[config.mk]
export PLATFORM = sky130hd
export DESIGN_NAME = gpr_dbg_access_ctrl
export DESIGN_NICKNAME = d
export VERILOG_FILES = /design/src/rtl/gpr_dbg_access_ctrl.sv
export SDC_FILE = /design/constraint.sdc
export NUM_CORES = 1
export LEC_CHECK = 0
export BUFFER_PORTS_ARGS = -buffer_cell sky130_fd_sc_hd__buf_2
export CAP_MARGIN = 0
export CORE_MARGIN = 2
export CORE_UTILIZATION = 46
export DETAILED_ROUTE_END_ITERATION = 10
export PLACE_DENSITY_LB_ADDON = 0.15
export SKIP_LAST_GASP = 1
export SLEW_MARGIN = 30
export SYNTH_ARGS = -nofsm -noshare
export SYNTH_HDL_FRONTEND = slang
export SYNTH_SLANG_ARGS = --single-unit
[constraint.sdc]
create_clock -name clk_i -period 4.6 [get_ports clk_i]
set_input_delay 0.92 -clock clk_i [delete_from_list [all_inputs] [get_ports clk_i]]
set_output_delay 0.92 -clock clk_i [all_outputs]
set_load 0.02 [all_outputs]
[src/rtl/gpr_dbg_access_ctrl.sv]
// ============================================================================
// gpr_dbg_access_ctrl
// ----------------------------------------------------------------------------
// Purpose:
//   Turns debug-module abstract register commands (read or write of x0..x31)
//   into accesses on the GPR file. It also shares the single GPR write port
//   between core writeback and debug writes. Core writeback always wins the
//   port. Each command returns a one-cycle ack with a cmderr-style status.
//
//   Command flow:  IDLE -> DECODE -> READ  -> RESP -> IDLE
//                                 -> WPORT -> RESP
//                                 -> RESP (error)
//
// Optional feature (macro GPRCTRL_TIMEOUT_EN):
//   When the macro is defined, a debug write that waits TIMEOUT_CYCLES stalled
//   cycles for the write port gives up and reports status 3 (timeout). When it
//   is not defined, no counter is built and WPORT waits as long as needed.
//
// Parameters:
//   GPR_BASE_ADDR   abstract regno of x0. Valid range is base .. base+31.
//   TIMEOUT_CYCLES  write-port wait limit. Used only with GPRCTRL_TIMEOUT_EN.
//
// Ports:
//   clk_i, rst_i     clock and asynchronous active-high reset
//   dm_req_i         single-cycle command strobe. Ignored while busy_o=1.
//   dm_we_i          1 = write GPR, 0 = read GPR
//   dm_addr_i[15:0]  abstract regno
//   dm_wdata_i[31:0] write data
//   dm_ack_o         one-cycle completion pulse
//   dm_rdata_o[31:0] last read data. Written only by successful reads.
//   dm_err_o[2:0]    status, valid with dm_ack_o:
//                    0 ok, 2 not supported, 3 timeout, 4 not halted
//   busy_o           high from the cycle after accept through the ack cycle
//   halted_i         core halted. Sampled only in DECODE.
//   core_wb_*        core writeback request (enable, address, data)
//   gpr_we_o, gpr_waddr_o, gpr_wdata_o   muxed GPR write port
//   gpr_raddr_o[4:0] debug read address into the GPR file
//   gpr_rdata_i      combinational read data for gpr_raddr_o
// ============================================================================
module gpr_dbg_access_ctrl #(
  parameter logic [15:0] GPR_BASE_ADDR  = 16'h1000,
  parameter int unsigned TIMEOUT_CYCLES = 64
) (
  input  logic        clk_i,
  input  logic        rst_i,
  // Debug module command / response
  input  logic        dm_req_i,
  input  logic        dm_we_i,
  input  logic [15:0] dm_addr_i,
  input  logic [31:0] dm_wdata_i,
  output logic        dm_ack_o,
  output logic [31:0] dm_rdata_o,
  output logic [2:0]  dm_err_o,
  output logic        busy_o,
  // Core status and writeback
  input  logic        halted_i,
  input  logic        core_wb_en_i,
  input  logic [4:0]  core_wb_addr_i,
  input  logic [31:0] core_wb_data_i,
  // GPR file
  output logic        gpr_we_o,
  output logic [4:0]  gpr_waddr_o,
  output logic [31:0] gpr_wdata_o,
  output logic [4:0]  gpr_raddr_o,
  input  logic [31:0] gpr_rdata_i
);

  // --------------------------------------------------------------------------
  // FSM encoding and status codes
  // --------------------------------------------------------------------------
  localparam logic [2:0] ST_IDLE   = 3'd0;
  localparam logic [2:0] ST_DECODE = 3'd1;
  localparam logic [2:0] ST_READ   = 3'd2;
  localparam logic [2:0] ST_WPORT  = 3'd3;
  localparam logic [2:0] ST_RESP   = 3'd4;

  localparam logic [2:0] ERR_OK      = 3'd0;
  localparam logic [2:0] ERR_NOTSUP  = 3'd2;
  localparam logic [2:0] ERR_TIMEOUT = 3'd3;
  localparam logic [2:0] ERR_HALT    = 3'd4;

  // --------------------------------------------------------------------------
  // State and latched command
  // --------------------------------------------------------------------------
  logic [2:0]  r_state;
  logic        r_we;
  logic [15:0] r_addr;
  logic [31:0] r_wdata;
  logic [2:0]  r_err;
  logic [31:0] r_rdata;

  // --------------------------------------------------------------------------
  // Address decode on the latched regno.
  // The register index is the offset from the base. With a 32-aligned base
  // this is the same as addr[4:0]. It also stays correct if the base is moved
  // to an unaligned value.
  // --------------------------------------------------------------------------
  logic [15:0] w_offset;
  logic        w_in_range;
  logic [4:0]  w_idx;

  assign w_offset   = r_addr - GPR_BASE_ADDR;
  assign w_in_range = (r_addr >= GPR_BASE_ADDR) && (w_offset[15:5] == 11'd0);
  assign w_idx      = w_offset[4:0];

  // The debug write fires only in a WPORT cycle where the core leaves the
  // port free, so the core and debug never collide.
  logic w_dbg_wr;
  assign w_dbg_wr = (r_state == ST_WPORT) && !core_wb_en_i;

  // --------------------------------------------------------------------------
  // Optional write-port wait timeout
  // --------------------------------------------------------------------------
  logic w_expire;

`ifdef GPRCTRL_TIMEOUT_EN
  localparam int unsigned CNT_W = $clog2(TIMEOUT_CYCLES + 1);

  logic [CNT_W-1:0] r_wait_cnt;

  // Expiry is the stalled cycle that brings the count to TIMEOUT_CYCLES.
  // A free port in that cycle takes the write path instead, because the
  // FSM checks w_dbg_wr before it checks w_expire.
  assign w_expire = (r_state == ST_WPORT) && core_wb_en_i &&
                    (r_wait_cnt == CNT_W'(TIMEOUT_CYCLES - 1));

  always_ff @(posedge clk_i or posedge rst_i) begin
    if (rst_i) begin
      r_wait_cnt <= '0;
    end else if (r_state == ST_DECODE) begin
      // DECODE is the only way into WPORT, so clearing here means the count
      // starts at zero on WPORT entry.
      r_wait_cnt <= '0;
    end else if ((r_state == ST_WPORT) && core_wb_en_i) begin
      r_wait_cnt <= r_wait_cnt + 1'b1;
    end
  end
`else
  assign w_expire = 1'b0;
`endif

  // --------------------------------------------------------------------------
  // Command sequencer
  // --------------------------------------------------------------------------
  // NOTE: sequential state uses non-blocking assignments only. Every register
  // then samples pre-edge values, whatever order the statements are in.
  always_ff @(posedge clk_i or posedge rst_i) begin
    if (rst_i) begin
      r_state <= ST_IDLE;
      r_we    <= 1'b0;
      r_addr  <= 16'd0;
      r_wdata <= 32'd0;
      r_err   <= ERR_OK;
      r_rdata <= 32'd0;
    end else begin
      case (r_state)
        ST_IDLE: begin
          // A request is accepted only here. Requests that arrive in any
          // other state are dropped, so there is no queueing.
          if (dm_req_i) begin
            r_we    <= dm_we_i;
            r_addr  <= dm_addr_i;
            r_wdata <= dm_wdata_i;
            r_err   <= ERR_OK;
            r_state <= ST_DECODE;
          end
        end

        ST_DECODE: begin
          // The range check has priority over the halt check. halted_i is
          // looked at only here, so a later deassert does not abort.
          if (!w_in_range) begin
            r_err   <= ERR_NOTSUP;
            r_state <= ST_RESP;
          end else if (!halted_i) begin
            r_err   <= ERR_HALT;
            r_state <= ST_RESP;
          end else if (r_we) begin
            r_state <= ST_WPORT;
          end else begin
            r_state <= ST_READ;
          end
        end

        ST_READ: begin
          // x0 reads as zero whatever the GPR file returns for index 0.
          r_rdata <= (w_idx == 5'd0) ? 32'd0 : gpr_rdata_i;
          r_state <= ST_RESP;
        end

        ST_WPORT: begin
          if (w_dbg_wr) begin
            r_err   <= ERR_OK;
            r_state <= ST_RESP;
          end else if (w_expire) begin
            r_err   <= ERR_TIMEOUT;
            r_state <= ST_RESP;
          end
        end

        ST_RESP: begin
          r_state <= ST_IDLE;
        end

        default: begin
          r_state <= ST_IDLE;
        end
      endcase
    end
  end

  // --------------------------------------------------------------------------
  // Write-port mux and debug read address
  // --------------------------------------------------------------------------
  // NOTE: every output of this block gets a default first. A path that does
  // not assign a variable would otherwise infer a latch.
  always_comb begin
    gpr_we_o    = 1'b0;
    gpr_waddr_o = 5'd0;
    gpr_wdata_o = 32'd0;
    gpr_raddr_o = 5'd0;
    // The whole port is forced low during reset. This keeps every output at
    // zero while rst_i is high, even if the core drives a writeback then.
    if (!rst_i) begin
      if (w_dbg_wr) begin
        gpr_we_o    = 1'b1;
        gpr_waddr_o = w_idx;
        gpr_wdata_o = r_wdata;
      end else begin
        gpr_we_o    = core_wb_en_i;
        gpr_waddr_o = core_wb_addr_i;
        gpr_wdata_o = core_wb_data_i;
      end
      if (r_state == ST_READ) begin
        gpr_raddr_o = w_idx;
      end
    end
  end

  // --------------------------------------------------------------------------
  // Debug module response
  // --------------------------------------------------------------------------
  assign dm_ack_o   = (r_state == ST_RESP);
  assign dm_err_o   = (r_state == ST_RESP) ? r_err : ERR_OK;
  assign dm_rdata_o = r_rdata;
  assign busy_o     = (r_state != ST_IDLE);

endmodule

Word level (Yosys, flattened, before mapping)
Cells that the tools add are included.
- register bits after elaboration: 87
- input port bits: 123
- output and inout bits: 80
- word-level logic and storage cells: 47
- $add $sub $neg: 1
- order comparisons: 1
- equality and inequality tests: 7
- mux-type cells: 21
- reductions and logical operators: 11
- operator list (operator ; count):
    32-bit 2-to-1 mux ; 3
    3-bit 2-to-1 mux ; 9
    5-bit 2-to-1 mux ; 4
    16-bit by 13-bit >= comparator with 1-bit output (second input constant) ; 1
    16-bit by 13-bit subtractor with 16-bit output (second input constant) ; 1
    3-bit one-hot mux with 4 select lines ; 1
    11-bit zero test ; 1
    3-bit one-hot mux with 3 select lines ; 1
    3-bit by 2-bit equality test with 1-bit output (second input constant) ; 2
    3-bit nonzero test ; 2
    5-bit zero test ; 1
    2-bit inequality test (second input constant) ; 2
    2-bit AND reduction ; 2
    4-bit AND reduction ; 1
    3-bit by 1-bit equality test with 1-bit output (second input constant) ; 1
    3-bit equality test (second input constant) ; 1
    3-bit zero test ; 1
    1-bit 2-to-1 mux ; 3
    3-bit inequality test (second input constant) ; 1
    1-bit logical AND ; 2
    1-bit zero test ; 1

Longest topological paths before layout
- depth in word-level cells: 5
- mapped depth: 7
- gate-level depth less buffers: 6

Least setup slack after synthesis
Ideal clock, no wire load.
- path kind: input-to-output
- start point: in rst_i
- end point: out gpr_raddr_o[0]
- arrival time: 3.249 ns
- required time: 3.680 ns
- path slack: 0.431 ns
- stages: 2
- buffers on the path: 0
- path through: inv_1 > and3_1
- cells in the longest elaborated chain, start to end: 1
- ends and longest elaborated chain (item ; line ; RTL):
    start, declared ; 45 ; input logic rst_i,
    5-bit 2-to-1 mux ; 224 ; if (!rst_i) begin
    end, declared ; 64 ; output logic [4:0] gpr_raddr_o,
No other way between the ends.

Worst setup path in the final report
- start point: reg r_state[2]
- end point: out gpr_raddr_o[1]
- cells in the longest elaborated chain, start to end: 3
- ends and longest elaborated chain (item ; line ; RTL):
    start, declared ; 85 ; logic [2:0] r_state;
    start signal, assigned ; 149 ; r_state <= ST_IDLE;
    start signal, assigned ; 165 ; r_state <= ST_DECODE;
    start signal, assigned ; 174 ; r_state <= ST_RESP;
    3-bit by 2-bit equality test with 1-bit output ; 234 ; if (r_state == ST_READ) begin
    5-bit 2-to-1 mux ; 234 ;
    5-bit 2-to-1 mux ; 224 ;
No other way between the ends.

==> impl_metrics.json <==
{
  "rsz0062_at_grt": "false",
  "ys_top_cells_by_count": "142 x nand2_1, 86 x dfrtp_1, 47 x mux2_1, 43 x a21oi_1, 35 x o21ai_1",
  "netlist_instances": 424,
  "p_comb_share_pct": 17.0,
  "swShare_pct": 28.0,
  "finalCritPeriodShare_pct": 70.6,
  "drive_above_1_share_pct": 37.7,
  "hpwl_um": 7570,
  "fin_area_um2": 5340,
  "drc": 0,
  "critPathKind": "flip-flop to output pin",
  "syn2layout_area_growth_pct": 30.8,
  "cts_made_buffers": 9,
  "irDropWorstVdd_mv": 0.166,
  "ys_seq_elements": 86,
  "crit_required_ns": 3.68,
  "cts_sinks": 86,
  "cp-start-kind": "flip-flop",
  "grt_pass1_wl_um": 16800,
  "muxShareOfSynthArea_pct": 13.2,
  "power_switching_w": 0.000523,
  "yosys.area.top_type": "dfrtp_1",
  "finalWorstSetupSlack_ns": 1.35,
  "maxSlewViolCount": 0,
  "die_h_um": 98.2,
  "io_buffers": 201,
  "die_w_um": 98.2,
  "end_kind": "output pin",
  "path_max_fanout": 19,
  "synth.avg_cell_area_um2": 9.63,
  "p_leak_nw": 2.68,
  "post-cts-setup-buffer-count": 0,
  "netlist_top_cells_area": "dfrtp_1 53%, nand2_1 13%, mux2_1 13%, a21oi_1 5.3%, o21ai_1 4.3%",
  "worst-path-buf-inv": 2,
  "clkPwrFrac_pct": 32.0,
  "synth_top_family_by_area": "simple AND/OR/NAND/NOR gates",
  "ys_types": 36,
  "worst_slew_pin_slew_ns": 0.850,
  "root_buffer": "clkbuf_8",
  "hold_class": "flip-flop to flip-flop",
  "slew_headroom_pct": 43.3,
  "slowest_delay_ns": 0.59,
  "die-area_um2": 9640,
  "synth_edf_count": 0,
  "overflow": 0,
  "insertion_delay_ns": 0.35,
  "arrival_ns": 2.33,
  "grt.total_usage_pct": 21.6,
  "final_nets": 737,
  "critPathSlowestCell": "nor2_2",
  "clock_path_buffers": 2,
  "synth_compound_area_share_pct": 10.6,
  "synthesis.nets": 548,
  "synthAdderAreaFrac_pct": 0.307,
  "seqPwrFrac_pct": 51.0,
  "tns_ns": 0,
  "setup_viol": 0,
  "syn-cell-area_um2": 4080,
  "cp_top_family": "simple AND/OR/NAND/NOR gates",
  "pre_cts_ws_ns": 1.39,
  "grt_max_degree": 52,
  "p_int_w": 0.00134,
  "cts-hold-fix-buffers": 0,
  "yosysSeqAreaShare_pct": 52.7,
  "synth_warnings": 0,
  "routed_wirelength_um": 10300,
  "synthFlopType": "dfrtp_1",
  "cts_tree": "built",
  "clk_pin_slew_ns": 0.09,
  "htree_levels": 3,
  "drt_iter0_markers": 90,
  "floorplan.initialDensity_pct": 47.0,
  "row_count": 34,
  "hold_viol": 0,
  "max_freq_ghz": 0.308,
  "synth_most_common_cell": "nand2_1",
  "skew_ns": 0.0122,
  "vias": 3627,
  "synth_simple_gate_area_share_pct": 18.3,
  "synthArstFlopShare_pct": 100,
  "io_pins": 203,
  "ant_nets": 0,
  "path_cells": "nand2b_1 > nor2_2 > buf_4 > and3_1 > buf_2",
  "routabilityCongestion": 0.786,
  "yosysTopAreaCellShare_pct": 52.7,
  "dr.pass1.iters": 4,
  "r2r_setup_slack_ns": 2.42,
  "synth_xor_area_share_pct": 0.215,
  "post_drt_wl_per_cell_um": 14.1,
  "grt_pass1_vias": 3565,
  "postCtsResizedCells": 0,
  "status": "completed",
  "core-area_um2": 8680,
  "antenna_found_initial": 0,
  "cellPowerDensity_nw_per_um2": 349,
  "vias_per_cell": 5.00,
  "drv_cap": 0,
  "antenna_cells": 0,
  "min_period_ns": 3.25,
  "place_area_um2": 5110
}
[kinds of logic (layout without fill, tap and decap cells)]
logic type	Yosys count	after routing
compound gates	84	84
xor+xnor	1	1
fa+ha+maj	1	1
buf+inv	34	228
flops	86	86
mux	48	48
other cells	1	1
simple gates	169	169
[stage by stage]
| stage | hold WS [ns] | total power, W | instances | utilization, % |
|---|---|---|---|---|
| finish | 0.488 | 0.00187 | 726 | 61.5 |
| global route | 0.514 | 0.00197 | 726 | 61.5 |
| CTS | 0.491 | 0.00188 | 726 | 61.5 |
| detailed placement | 0.470 | 0.00129 | 710 | 58.9 |
| global placement | 0.464 | 0.00127 | 710 | 58.8 |
| floorplan | 0.448 | 0.00117 | 424 | - |
[path summary, 6_finish.rpt]
check	from	endpoint	depth (start not counted)
setup / recovery	r_state[2]$_DFFE_PP0P_	gpr_raddr_o[1]	5
hold / removal	dm_rdata_o[23]$_DFFE_PP0N_	dm_rdata_o[23]$_DFFE_PP0N_	2
setup reg to reg	r_state[0]$_DFFE_PP0P_	r_wdata[21]$_DFFE_PP0P_	3
hold reg to reg	dm_rdata_o[23]$_DFFE_PP0N_	dm_rdata_o[23]$_DFFE_PP0N_	2
max in group asynchronous	rst_i	r_wdata[8]$_DFFE_PP0P_	3
min in group asynchronous	rst_i	r_addr[4]$_DFFE_PP0P_	2
[flip-flops by register name, indices dropped and copies added, names as in the netlist]
signal and count:
dm_rdata_o 32, r_addr 16, r_err 2, r_state 3, r_wdata 32, r_we 1
[power by group through the flow]
stage	combinational (W)	clock (W)	sequential, W
2_1_floorplan	0.000228	0	0.000938
3_3_place_gp	0.000314	0	0.000960
6_report	0.000318	0.000597	0.000951
5_1_grt	0.000356	0.000641	0.000969
3_5_place_dp	0.000324	0	0.000966
4_1_cts	0.000325	0.000608	0.000952
[routing by layer]
layer  global-route usage [%]  part of all wire, %  up-vias
li1                         -                    -     1783
met1                     28.6                   43     1708
met2                     35.1                   48      127
met3                     5.87                  7.3        9
met4                     6.64                  1.2        0
met5                        0                    0        -
[worst reg2reg max path, delay by kind of cell (launching register included)]
family / cells / cell delay, ns
AND/OR/NAND/NOR: 2 / 1.10
flip-flops: 1 / 0.52
multiplexers: 1 / 0.44
[final cells by class]
class	instances	area, um2
inverter	6	23.8
clock buffer	9	124
fill	782	3340
multi-input combinational	304	1760
timing repair buffer	206	1040
sequential	86	2150
clock inverter	7	103
tap	108	135
[cells in the final DEF (no fill, tap or decap), types with 4 or more instances in the layout]
cell type and count:
mux2_1 47, a21oi_1 43, nand2b_1 4, buf_2 201, nand2_1 142, buf_4 5
dfrtp_1 86, and3_1 5, o21ai_1 35, inv_1 5, clkbuf_8 9
Note: power is estimated with default switching activity, not from simulation.
